--- src/rtl/shift_rx.sv ---
// ---------------------------------------------------------------------------
// shift_rx -- serial-to-parallel receiver for the 4-wire display shift bus.
//
// Oversamples the bus {sck, sdat, oe, clrn} on clk and rebuilds each frame
// as a WIDTH-bit word. A rising oe latches the word, like the 74HC595
// storage register on the board.
//
// Configuration macro: SHIFTRX_GLITCH_FILTER_EN
//   Defined   : synced sck/oe must hold a new level for 2 clk before an edge
//               is accepted. Every latency grows by 1 clk.
//   Undefined : no filter.
//
// Ports
//   clk       in   1      receiver clock, >= 4x tx clock (6x with filter)
//   rst_n     in   1      asynchronous reset, active low
//   sin       in   4      serial bus {sck, sdat, oe, clrn}, async to clk
//   pdata     out  WIDTH  last latched frame, first bit in pdata[WIDTH-1]
//   valid     out  1      one-cycle pulse when pdata updates
//   frame_err out  1      sticky, set when a latch sees bit count != WIDTH
//   err_clr   in   1      synchronous clear of frame_err (set wins)
//   bit_cnt   out  CNTW   sck rises since last latch/clear, saturating
// ---------------------------------------------------------------------------
module shift_rx #(
  parameter int WIDTH = 64,
  parameter int CNTW  = 7
) (
  input  logic             clk,
  input  logic             rst_n,
  input  logic [3:0]       sin,
  output logic [WIDTH-1:0] pdata,
  output logic             valid,
  output logic             frame_err,
  input  logic             err_clr,
  output logic [CNTW-1:0]  bit_cnt
);

  // Idle bus: sck=0, sdat=0, oe=1, clrn=1
  localparam logic [3:0]      SIN_IDLE = 4'b0011;
  localparam logic [CNTW-1:0] CNT_ZERO = {CNTW{1'b0}};
  localparam logic [CNTW-1:0] CNT_ONE  = CNTW'(1);
  localparam logic [CNTW-1:0] CNT_MAX  = {CNTW{1'b1}};
  localparam logic [CNTW-1:0] CNT_FULL = CNTW'(WIDTH);

  logic [3:0]       meta_r;
  logic [3:0]       sync_r;
  logic             sck_d_r;
  logic             oe_d_r;
  logic             sck_rise_s;
  logic             oe_rise_s;
  logic             sdat_s;
  logic             clrn_s;
  logic [WIDTH-1:0] shift_r;
  logic [WIDTH-1:0] shift_nxt_s;
  logic [CNTW-1:0]  cnt_nxt_s;
  logic             latch_pend_r;
  logic             latch_upd_s;
  logic             err_set_s;

  assign clrn_s = sync_r[0];

  // Two-flop synchronisers plus one delayed copy of sck/oe for edge detection
  always_ff @(posedge clk or negedge rst_n) begin
    if (!rst_n) begin
      meta_r  <= SIN_IDLE;
      sync_r  <= SIN_IDLE;
      sck_d_r <= 1'b0;
      oe_d_r  <= 1'b1;
    end else begin
      meta_r  <= sin;
      sync_r  <= meta_r;
      sck_d_r <= sync_r[3];
      oe_d_r  <= sync_r[1];
    end
  end

`ifdef SHIFTRX_GLITCH_FILTER_EN
  logic sck_f_r;
  logic oe_f_r;
  logic sdat_d_r;
  logic sck_f_s;
  logic oe_f_s;

  // A filtered level follows the synced line only once two samples agree;
  // sdat gets one extra delay so it stays aligned with the filtered sck.
  always_comb begin
    sck_f_s = sck_f_r;
    oe_f_s  = oe_f_r;
    if (sync_r[3] == sck_d_r) begin
      sck_f_s = sync_r[3];
    end else begin
      sck_f_s = sck_f_r;
    end
    if (sync_r[1] == oe_d_r) begin
      oe_f_s = sync_r[1];
    end else begin
      oe_f_s = oe_f_r;
    end
    sck_rise_s = sck_f_s & ~sck_f_r;
    oe_rise_s  = oe_f_s & ~oe_f_r;
    sdat_s     = sdat_d_r;
  end

  // Filtered level history and delayed sdat
  always_ff @(posedge clk or negedge rst_n) begin
    if (!rst_n) begin
      sck_f_r  <= 1'b0;
      oe_f_r   <= 1'b1;
      sdat_d_r <= 1'b0;
    end else begin
      sck_f_r  <= sck_f_s;
      oe_f_r   <= oe_f_s;
      sdat_d_r <= sync_r[2];
    end
  end
`else
  // Unfiltered edge detection on the synced lines
  always_comb begin
    sck_rise_s = sync_r[3] & ~sck_d_r;
    oe_rise_s  = sync_r[1] & ~oe_d_r;
    sdat_s     = sync_r[2];
  end
`endif

  // Next shift/count: clrn low dominates; a pending latch restarts the count,
  // keeping any sck rise that lands in the same cycle.
  always_comb begin
    shift_nxt_s = shift_r;
    cnt_nxt_s   = bit_cnt;
    if (!clrn_s) begin
      shift_nxt_s = {WIDTH{1'b0}};
      cnt_nxt_s   = CNT_ZERO;
    end else if (sck_rise_s) begin
      shift_nxt_s = {shift_r[WIDTH-2:0], sdat_s};
      if (latch_pend_r) begin
        cnt_nxt_s = CNT_ONE;
      end else if (bit_cnt != CNT_MAX) begin
        cnt_nxt_s = bit_cnt + CNT_ONE;
      end else begin
        cnt_nxt_s = bit_cnt;
      end
    end else if (latch_pend_r) begin
      cnt_nxt_s = CNT_ZERO;
    end else begin
      cnt_nxt_s = bit_cnt;
    end
  end

  // Latch decisions use the count one cycle after the oe edge, which already
  // includes an sck rise detected in the same cycle as the oe rise.
  always_comb begin
    latch_upd_s = latch_pend_r && (bit_cnt != CNT_ZERO);
    err_set_s   = latch_pend_r && (bit_cnt != CNT_FULL);
  end

  // Shift register, counter, latch and error state
  always_ff @(posedge clk or negedge rst_n) begin
    if (!rst_n) begin
      shift_r      <= {WIDTH{1'b0}};
      bit_cnt      <= CNT_ZERO;
      latch_pend_r <= 1'b0;
      pdata        <= {WIDTH{1'b0}};
      valid        <= 1'b0;
      frame_err    <= 1'b0;
    end else begin
      shift_r      <= shift_nxt_s;
      bit_cnt      <= cnt_nxt_s;
      latch_pend_r <= oe_rise_s;
      valid        <= latch_upd_s;
      if (latch_upd_s) begin
        pdata <= shift_r;
      end
      if (err_set_s) begin
        frame_err <= 1'b1;
      end else if (err_clr) begin
        frame_err <= 1'b0;
      end
    end
  end

endmodule

--- config.mk ---
export PLATFORM = sky130hd
export DESIGN_NAME = shift_rx
export DESIGN_NICKNAME = d
export VERILOG_FILES = /design/src/rtl/shift_rx.sv
export SDC_FILE = /design/constraint.sdc
export NUM_CORES = 1
export LEC_CHECK = 0
export BUFFER_PORTS_ARGS = -buffer_cell sky130_fd_sc_hd__buf_2
export CAP_MARGIN = 25
export CORE_MARGIN = 2
export CORE_UTILIZATION = 56
export DETAILED_ROUTE_END_ITERATION = 16
export PLACE_DENSITY = 0.8
export SETUP_SLACK_MARGIN = 0.2
export SLEW_MARGIN = 20
export SYNTH_ARGS = -nofsm -noshare
export SYNTH_HDL_FRONTEND = slang
export SYNTH_SLANG_ARGS = --single-unit
--- constraint.sdc ---
create_clock -name clk -period 2.65 [get_ports clk]
set_input_delay 0.265 -clock clk [delete_from_list [all_inputs] [get_ports clk]]
set_output_delay 0.265 -clock clk [all_outputs]
set_load 0.005 [all_outputs]
# Word level (Yosys, flattened, before mapping)
# Index checks and enable logic that the tools add are counted.
[totals]
ram_bits = 0
memories = 0
output_inout_bits = 73
ff_bits = 148
latchBits = 0
elab_cells = 34
in_bits = 7
romBits = 0
[classes]
add_sub_neg = 1
n_mul = 0
div_mod_pow = 0
n_mux = 9
bitwise = 4
eq_ne = 5
shift = 0
n_reduce_logical = 5
n_lt_le_gt_ge = 0
[ops]
columns = ["op", "n"]
rows = [
  ["two-way mux 64 bit", 2],
  ["two-way mux 7 bit", 5],
  ["inequality test 7 bit (second input constant)", 2],
  ["adder 7 x 1 -> 7 bit (second input constant)", 1],
  ["nonzero test 7 bit", 1],
  ["inequality test 3 x 1 -> 1 bit (second input constant)", 2],
  ["AND 1 bit", 2],
  ["logical AND 1 bit", 2],
  ["two-way mux 1 bit", 2],
  ["inequality test 2 x 1 -> 1 bit (second input constant)", 1],
  ["NOT 1 bit", 2],
  ["AND reduction 2 bit", 1],
  ["nonzero test 2 bit", 1],
]

# Logic depth before layout (Yosys ltp)
# Gate-level depths: netlist (run 1).
[depth]
depth_word = 5
mapped_depth = 7
ltp_nobuf = 5

# Worst setup path after synthesis (run 1)
# No wires, ideal clock.
[synth_timing]
path_type = "register -> register"
startpoint = "reg bit_cnt[0]"
endpoint = "reg pdata[0]"
path_slack_ns = 0.608
setup_time_ns = 0.125
arrival_time_ns = 1.917
stages_incl_launch_ff = 8
n_path_buf = 2
path_cell_list = "dfrtp_1 -> inv_1 -> ha_1 -> or4b_4 -> o31ai_4 -> buf_6 -> buf_12 -> mux2_4"
[synth_via]
elab_chain_len = 2
[synth_lines]
columns = ["element", "line_no", "text"]
rows = [
  ["start, declared", "34", "output logic [CNTW-1:0] bit_cnt"],
  ["start signal, assigned", "166", "bit_cnt <= cnt_nxt_s;"],
  ["nonzero test 7 bit", "151", "latch_upd_s = latch_pend_r && (bit_cnt != CNT_ZERO);"],
  ["logical AND 1 bit", "151", ""],
  ["end signal, assigned", "161", "pdata <= {WIDTH{1'b0}};"],
  ["end signal, assigned", "170", "pdata <= shift_r;"],
  ["end, declared", "30", "output logic [WIDTH-1:0] pdata,"],
]
# Every way passes these cells.
# A chain may end at the register's enable or synchronous reset.

# Worst setup path in the final report (run 1)
[layout_timing]
startpoint = "reg bit_cnt[0]"
endpoint = "reg pdata[35]"
# The elaborated chain is that of the path after synthesis.

==> results of run 1 <==
-- report_power, final --
part | total [W] | internal (W) | leakage, nW | switching, W
Combinational | 0.000173 | 0.0000515 | 1.29 | 0.000121
Sequential | 0.00229 | 0.00228 | 2.04 | 0.0000114
Clock | 0.00235 | 0.00141 | 0.277 | 0.000942
Total | 0.00481 | 0.00374 | 3.60 | 0.00107
-- flip-flops by register name, indices dropped and copies added, names as in the netlist --
signal	count
bit_cnt	7
frame_err	1
latch_pend_r	1
meta_r	4
oe_d_r	1
pdata	64
sck_d_r	1
shift_r	64
sync_r	4
valid	1
-- kinds of logic (layout without fill, tap and decap cells) --
logic type               count (synthesis)  count (layout)  synth area share
adder cells (fa/ha/maj)                  2               2           0.00422
AND/OR/NAND/NOR                        149             149             0.103
AO/OA/AOI/OAI                           78              78            0.0715
multiplexers                            67              67             0.157
flip-flops                             148             148             0.625
buffers and inverters                   37             130            0.0390
-- synth_stat cells, drive strengths merged (2+ instances only) --
cell type	instances
buf	11
nand2b	3
dfstp	5
a31oi	2
inv	6
o21ai	2
o31ai	3
nor2b	4
mux2i	3
nand3	2
dfrtp	143
mux2	64
ha	2
nand2	133
a21oi	68
clkbuf	20
-- final timing paths --
path                                                end  slack (ns)
worst min register to register      sync_r[2]$_DFF_PN0_        0.35
worst min-delay path                sync_r[2]$_DFF_PN0_        0.35
worst max-delay path              pdata[35]$_DFFE_PN0P_        0.41
min in group asynchronous          pdata[7]$_DFFE_PN0P_        0.38
max in group asynchronous       shift_r[56]$_DFFE_PN0P_        1.52
worst max register to register    pdata[35]$_DFFE_PN0P_        0.41
-- metal layers --
| layer | wire length (µm) | global-route usage | share of wire |
|---|---|---|---|
| met1 | 4910 | 0.299 | 0.44 |
| met2 | 5560 | 0.327 | 0.50 |
| met3 | 490 | 0.0468 | 0.044 |
| met4 | 106 | 0.0798 | 0.0096 |
| met5 | 0 | 0 | 0 |
-- timing repair --
| item | 4_1_cts | 5_1_grt |
|---|---|---|
| hold buffers | 6 | 0 |
| setup endpoints to repair | 0 | 0 |
| hold endpoints to repair | 83 | 0 |
-- stage by stage --
step	instance area, µm²	power (W)
floorplan	5930	0.00242
global placement	6410	0.00249
detailed placement	6410	0.00250
CTS	7060	0.00486
global route	7060	0.00499
finish	7060	0.00481
-- area by class of cell --
class	count	area [µm²]	share of cell area
Sequential cell	148	3710	0.525
Multi-Input combinational cell	296	2000	0.284
Tap cell	136	170	0.0241
Clock buffer	20	445	0.0631
Timing Repair Buffer	92	564	0.0799
Inverter	6	22.5	0.00319
Clock inverter	12	145	0.0206
==> impl_metrics.yaml, run 1 <==
setup_path:
  critical_path.reg2reg.startpoint: "bit_cnt[0]$_DFFE_PN0P_"
  cp-end-kind: "flop"
  crit_arrival_ns: 2.63
  r2r.worst_path.cells: 6
  critical_path.max_fanout: 33
  critical_path_cell_list: "inv_1 > ha_1 > or4b_4 > o31ai_4 > buf_12 > mux2_2"
  worst_setup_path_startpoint: "bit_cnt[0]$_DFFE_PN0P_"
  critical_path.top_delay_family: "simple AND/OR/NAND/NOR gates"
  critical_path.n_buffers_inverters: 2
  worstSetupPathType: "flop to flop"
  slowest_stage_delay_cp_ns: 0.49
  start_kind: "flop"
  cp_data_required_time_ns: 3.04
  worst-path-stages: 6
  critical_path.slowest_cell: "or4b_4"
floorplan:
  fp.dieW_um: 107
  pin_count: 80
  floorplan.initialDensity: 0.575
  floorplan.die_area_um2: 11400
  core_area_um2: 10300
  floorplan_row_count: 37
  die_height_um: 107
cts:
  clock_path_buffers: 2
  clock_sinks: 148
  postCtsResizedCells: 0
  htree_depth: 4
  cts-buffers-inserted: 17
  register_clock_pin_slew_on_the_reported_worst_setup_and_hold_paths_ns: 0.06
  post-cts-setup-buffer-count: 0
  clock_tree.root_cell: "clkbuf_8"
  tritoncts: "done"
  clk-insertion-delay-late_ns: 0.51
global_route:
  pin_count_of_the_biggest_net_entering_global_routing: 86
  global_route.overflow_total: 0
  antenna_violations_before_repair: 0
  grt_use_total: 0.212
  grt_first_pass_wirelength_um: 19000
  grt_pass1_vias: 3835
sta:
  final_min_period_over_clock_period: 0.844
  final.hold.worst_slack_ns: 0.355
  tightest_slew_ns: 0.746
  slew_viol_final: 0
  period_minus_slack_ns: 2.24
  final_worst_setup_slack_ns: 0.414
  rsz0062_at_grt: "false"
  slew_headroom: 0.503
  highest_clock_rate_ghz: 0.447
  final_hold_viol_count: 0
  timing.final.setup_violations: 0
  timing.clock.skew_ns: 0.00816
  setup-tns-final_ns: 0
min_path:
  min_from: "meta_r[2]$_DFF_PN0_"
  timing.hold.worst.class: "flop to flop"
  hold-path-cell-count: 0
synthesis:
  post_synth_main_area_contributors: "dfrtp_1 (60%), mux2_4 (12%), nand2_1 (8.4%)"
  yosys.area.top_type_share: 0.603
  gate_count_of_the_mapped_netlist: 481
  synth_flop_cell: "dfrtp_1"
  synth-warning-count: 0
  synth_fp_nets: 490
  syn_area_um2: 5930
  synth-edff-count: 0
  ys_types: 31
  ys_seq_area_frac: 0.625
  post-synth-top-area-cell: "dfrtp_1"
  async_flop_share: 1.00
  synth.ff_latch_count: 148
  postSynthAreaPerCell_um2: 12.3
final_layout:
  layout.cells.most_common_list: "dfrtp_1 (143), nand2_1 (133), buf_2 (78)"
  areaGrowthSynthToFinish_pct: 19.0
  final_layout_size_suffix_gt1_frac: 0.333
  mostFrequentLayoutCell: "dfrtp_1"
  finalNetCount: 570
  utilization: 0.684
  layout.filler_cells: 762
  layoutNonFillerInstCount: 710
  diodes: 0
place:
  detailedPlacementHpwl_um: 6770
  place_ws_ns: 0.451
  portBuffers: 79
  gpl.final_weighted_congestion: 0.750
  dpl.cell_count: 672
routing:
  route.vias.total: 3849
  drt.antenna.violating_nets: 0
  iteration_0_drc_markers: 158
  wl_per_cell_um: 15.6
  drt_first_pass_iters: 4
  viasPerCell: 5.42
  route.final.wire_length_um: 11100
  route.detailed.drc: 0
pwr:
  power_per_cell_area_nw_per_um2: 682
  power.static_leakage_nw: 3.60
  vdd.ir_drop.worst_mv: 0.454
job:
  timing.max_cap.violations: 0
run_status:
  result_of_the_run: "completed"
Note: power is estimated with default switching activity, not from simulation.
==> run 2, diff against run 1 <==
- ABC_AREA: not set -> 1
- CORE_UTILIZATION: 56 -> 51
- PLACE_DENSITY: 0.8 -> 0.77
- clock period: 2.65 -> 1.9 ns (I/O delays scaled with it)
==> impl_metrics.yaml, run 2 <==
sta:
  final_hold_viol_count: 0
  slew_viol_final: 0
  rsz0062_at_grt: "false"
  final_min_period_over_clock_period: 0.814
  tightest_slew_ns: 0.491
  timing.final.setup_violations: 0
  timing.clock.skew_ns: 0.0109
  final_worst_setup_slack_ns: 0.353
  setup-tns-final_ns: 0
  slew_headroom: 0.672
  period_minus_slack_ns: 1.55
  highest_clock_rate_ghz: 0.646
final_layout:
  layout.cells.most_common_list: "dfrtp_1 (142), nand2_2 (92), buf_2 (78)"
  layoutNonFillerInstCount: 804
  biggestRegsByFlops: "pdata (64), shift_r (64), bit_cnt (7)"
  finalNetCount: 657
  areaGrowthSynthToFinish_pct: 19.2
  final_layout_size_suffix_gt1_frac: 0.345
  utilization: 0.621
  diodes: 0
  mostFrequentLayoutCell: "dfrtp_1"
routing:
  drt_first_pass_iters: 4
  route.final.wire_length_um: 11300
  iteration_0_drc_markers: 218
  route.detailed.drc: 0
  viasPerCell: 5.08
  wl_per_cell_um: 14.1
  route.vias.total: 4085
  drt.antenna.violating_nets: 0
synthesis:
  ys_types: 24
  post_synth_main_area_contributors: "dfrtp_1 (60%), nand2_2 (9.6%), o22ai_1 (6.6%)"
  postSynthAreaPerCell_um2: 10.5
  ys_seq_area_frac: 0.624
  synth_flop_cell: "dfrtp_1"
  synth.ff_latch_count: 148
  post-synth-top-area-cell: "dfrtp_1"
  syn_area_um2: 5950
  synth_fp_nets: 574
  yosys.area.top_type_share: 0.601
  synth.most_common_cell: "dfrtp_1"
  post_synth_most_frequent_cells: "dfrtp_1 (143), nand2_2 (91), inv_1 (77)"
  synth-edff-count: 0
  gate_count_of_the_mapped_netlist: 565
  synth-warning-count: 0
  async_flop_share: 1.00
pwr:
  vdd.ir_drop.worst_mv: 0.548
  power.static_leakage_nw: 3.64
  fin_total_pwr_w: 0.00674
  power_per_cell_area_nw_per_um2: 950
cts:
  tritoncts: "done"
  clock_path_buffers: 2
  clock_sinks: 148
  register_clock_pin_slew_on_the_reported_worst_setup_and_hold_paths_ns: 0.06
  clk-insertion-delay-late_ns: 0.42
  cts-buffers-inserted: 17
  clock_tree.root_cell: "clkbuf_16"
  htree_depth: 4
global_route:
  grt_pass1_vias: 4165
  global_route.overflow_total: 0
  grt_use_total: 0.194
  grt_first_pass_wirelength_um: 19600
  pin_count_of_the_biggest_net_entering_global_routing: 54
  antenna_violations_before_repair: 0
setup_path:
  worst_path_most_repeated_cell: "nand2_2"
  r2r.worst_path.cells: 7
  worstSetupPathType: "flop to flop"
  worst_setup_path_startpoint: "bit_cnt[0]$_DFFE_PN0P_"
  cp-end-kind: "flop"
  start_kind: "flop"
  crit_arrival_ns: 1.90
  cp_data_required_time_ns: 2.26
  critical_path_cell_list: "inv_1 > ha_1 > nand4_4 > nand2_4 > clkbuf_16 > nand2_2 > nand2_2"
  critical_path.max_fanout: 16
  regToRegSetupSlack_ns: 0.35
  critical_path.slowest_cell: "dfrtp_1"
  slowest_stage_delay_cp_ns: 0.42
  reg2reg_to: "pdata[14]$_DFFE_PN0P_"
  critical_path.reg2reg.startpoint: "bit_cnt[0]$_DFFE_PN0P_"
floorplan:
  pin_count: 80
  floorplan.die_area_um2: 12500
  floorplan_row_count: 39
  floorplan.initialDensity: 0.521
  fp.dieW_um: 112
  die_height_um: 112
  core_area_um2: 11400
place:
  portBuffers: 79
  detailedPlacementHpwl_um: 7180
  place_ws_ns: 0.331
  gpl.final_weighted_congestion: 0.762
  dpl.cell_count: 765
job:
  timing.max_cap.violations: 0
min_path:
  timing.hold.worst.class: "input port to asynchronous set/reset pin"
run_status:
  result_of_the_run: "completed"
==> run 2: area by class of cell <==
cell class	instances	area, µm²
fillers	969	4330
clock buffers	17	425
inverters	79	297
well taps	143	179
multi-input cells	304	1700
repair buffers	98	627
clock inverters	15	153
flip-flops and latches	148	3710
==> run 2: power breakdown <==
group / switching, W / internal (W)
Sequential: 0.0000140 / 0.00318
Combinational: 0.000191 / 0.0000720
Clock: 0.00143 / 0.00186
Total: 0.00163 / 0.00511
==> run 2: worst max-delay path by stage <==
stage	end	slack (ns)
after floorplan	pdata[0]$_DFFE_PN0P_	0.56
after global placement	pdata[36]$_DFFE_PN0P_	0.40
after detailed placement	pdata[35]$_DFFE_PN0P_	0.33
after CTS	pdata[35]$_DFFE_PN0P_	0.31
after global routing	pdata[46]$_DFFE_PN0P_	0.20
final	pdata[14]$_DFFE_PN0P_	0.35
==> run 2: kinds of logic after synthesis <==
| group | Yosys count | share of synthesized area |
|---|---|---|
| AO/OA/AOI/OAI | 74 | 0.0755 |
| XOR/XNOR | 1 | 0.00147 |
| adder cells (fa/ha/maj) | 2 | 0.00421 |
| buffers and inverters | 113 | 0.0940 |
| flip-flops | 148 | 0.624 |
| AND/OR/NAND/NOR | 227 | 0.201 |
==> run 2: what timing repair did <==
item | CTS | global route
hold buffers | 6 | 0
buffers inserted | 0 | 0
setup endpoints to repair | 0 | 3
hold endpoints to repair | 50 | 0
gates resized for setup | 0 | 0
==> run 2: metrics by stage <==
step	hold slack, ns	cell area [µm²]
after floorplan	-0.106	5950
after global placement	0.172	6430
after detailed placement	0.176	6430
after CTS	0.291	7070
after global routing	0.320	7090
final	0.280	7090
==> run 2: layer usage <==
metal  vias to the layer above  track usage  share of wire
li1                       2005            -              -
met1                      1989        0.259           0.45
met2                        81        0.308           0.50
met3                        10       0.0593          0.040
met4                         0       0.0577         0.0092
met5                         -            0              0
==> run 2: worst max-delay path, delay by kind of cell (launching register included) <==
kind          cells  cell delay, ns
fa+ha+maj         1            0.22
simple gates      4            0.49
buf+inv           2            0.34
flops             1            0.42
==> run 3, diff against run 2 <==
- clock period: 1.9 -> 1.35 ns (I/O delays scaled with it)
==> impl_metrics.yaml, run 3 (synthesis results as in run 2) <==
sta:
  final_min_period_over_clock_period: 1.12
  setup-tns-final_ns: -6.33
  timing.clock.skew_ns: 0.0134
  final_worst_setup_slack_ns: -0.157
  final_hold_viol_count: 0
  period_minus_slack_ns: 1.51
  rsz0062_at_grt: "true"
  timing.final.setup_violations: 70
  slew_viol_final: 0
  highest_clock_rate_ghz: 0.663
  final.hold.worst_slack_ns: 0.137
  slew_headroom: 0.719
  tightest_slew_ns: 0.421
job:
  timing.max_cap.violations: 0
floorplan:
  die_height_um: 112
  floorplan_row_count: 39
  fp.dieW_um: 112
  floorplan.die_area_um2: 12500
  pin_count: 80
  core_area_um2: 11400
  floorplan.initialDensity: 0.521
run_status:
  result_of_the_run: "finished, violations left"
  violations: "negative setup slack"
routing:
  viasPerCell: 5.82
  route.detailed.drc: 0
  route.vias.total: 5002
  drt_first_pass_iters: 7
  route.final.wire_length_um: 19100
  iteration_0_drc_markers: 401
  drt.antenna.violating_nets: 0
  wl_per_cell_um: 22.2
setup_path:
  worstSetupPathType: "flop to flop"
  slowest_stage_delay_cp_ns: 0.42
  crit_arrival_ns: 1.83
  cp_data_required_time_ns: 1.68
  critical_path.reg2reg.startpoint: "bit_cnt[1]$_DFFE_PN0P_"
  start_kind: "flop"
  critical_path.top_delay_family: "buffers and inverters"
  critical_path.max_fanout: 4
  cp-end-kind: "flop"
  critical_path_cell_list: "inv_2 > ha_4 > nand4_4 > nand2_4 > buf_12 > buf_12 > buf_16 > nand2_4 > nand2_2"
  critical_path.slowest_cell: "dfrtp_1"
  worst_setup_path_startpoint: "bit_cnt[1]$_DFFE_PN0P_"
  critical_path.n_buffers_inverters: 4
global_route:
  grt_pass1_vias: 4911
  grt_first_pass_wirelength_um: 25500
  grt_use_total: 0.262
  global_route.overflow_total: 0
  antenna_violations_before_repair: 0
  pin_count_of_the_biggest_net_entering_global_routing: 60
final_layout:
  finalNetCount: 714
  final_layout_size_suffix_gt1_frac: 0.537
  diodes: 0
  mostFrequentLayoutCell: "dfrtp_1"
  sequential_cell_area_um2: 3710
  layout.cells.most_common_list: "dfrtp_1 (142), nand2_2 (78), buf_2 (74)"
  biggestRegsByFlops: "pdata (64), shift_r (64), bit_cnt (7)"
  areaGrowthSynthToFinish_pct: 52.2
  multi_input_area_um2: 2610
  layout.filler_cells: 587
  layoutNonFillerInstCount: 860
  final_design_area_no_fill_um2: 9050
pwr:
  power.static_leakage_nw: 4.24
  fin_total_pwr_w: 0.0102
  power.share.clock: 0.477
  intPower_w: 0.00779
  power.switching_fraction: 0.238
  power.switching_w: 0.00243
  combPwrFrac: 0.084
  vdd.ir_drop.worst_mv: 0.811
  power_per_cell_area_nw_per_um2: 1130
  p_seq_frac: 0.440
place:
  dpl.cell_count: 775
  gpl.final_weighted_congestion: 0.836
  detailedPlacementHpwl_um: 7440
  portBuffers: 79
  placed_area_um2: 6590
cts:
  clock_path_buffers: 2
  clock_sinks: 148
  register_clock_pin_slew_on_the_reported_worst_setup_and_hold_paths_ns: 0.06
  htree_depth: 4
  clk-insertion-delay-late_ns: 0.43
  tritoncts: "done"
  cts-buffers-inserted: 17
  clock_tree.root_cell: "clkbuf_16"
min_path:
  timing.hold.worst.class: "input port to asynchronous set/reset pin"
[run 3: power by group through the flow]
stage	registers, W	clock network [W]	logic, W
floorplan	0.00457	0	0.000244
global placement	0.00457	0	0.000386
detailed placement	0.00457	0	0.000396
CTS	0.00449	0.00480	0.000673
global route	0.00449	0.00509	0.000895
finish	0.00449	0.00487	0.000856
[run 3: final timing paths]
| path | endpoint | slack (ns) | cells after the start |
|---|---|---|---|
| hold reg to reg | sync_r[2]$_DFF_PN0_ | 0.35 | 0 |
| max in group asynchronous | shift_r[18]$_DFFE_PN0P_ | 0.60 | 3 |
| min in group clk | meta_r[2]$_DFF_PN0_ | 0.34 | 2 |
| setup reg to reg | pdata[4]$_DFFE_PN0P_ | -0.16 | 9 |
| hold / removal | pdata[1]$_DFFE_PN0P_ | 0.14 | 2 |
| setup / recovery | pdata[4]$_DFFE_PN0P_ | -0.16 | 9 |
[run 3: metrics by stage]
step | worst slack [ns] | util
final | -0.157 | 0.793
after CTS | -0.0321 | 0.730
after global routing | -0.199 | 0.793
after global placement | 0.0114 | 0.577
after floorplan | 0.0742 | -
after detailed placement | -0.0312 | 0.577
[run 3: timing repair]
action	4_1_cts	5_1_grt
cloned	12	13
endpoints found under the hold margin	150	0
hold buffers	6	0
resized for setup	115	71
setup buffers	17	6
pin swaps	16	17
setup endpoints to repair	142	145
[run 3: layer usage]
metal  vias up  GRT usage  share of wire
met1      2509      0.317           0.36
li1       2140          -              -
met4         0     0.0992          0.042
met2       285      0.453           0.53
met3        68     0.0680          0.066
met5         -          0              0
[run 3: final cells by class]
class | instances | area share
Timing Repair Buffer | 153 | 0.184
Clock buffer | 19 | 0.0489
Tap cell | 143 | 0.0198
Inverter | 79 | 0.0330
Multi-Input combinational cell | 306 | 0.288
Clock inverter | 12 | 0.0171
Sequential cell | 148 | 0.410
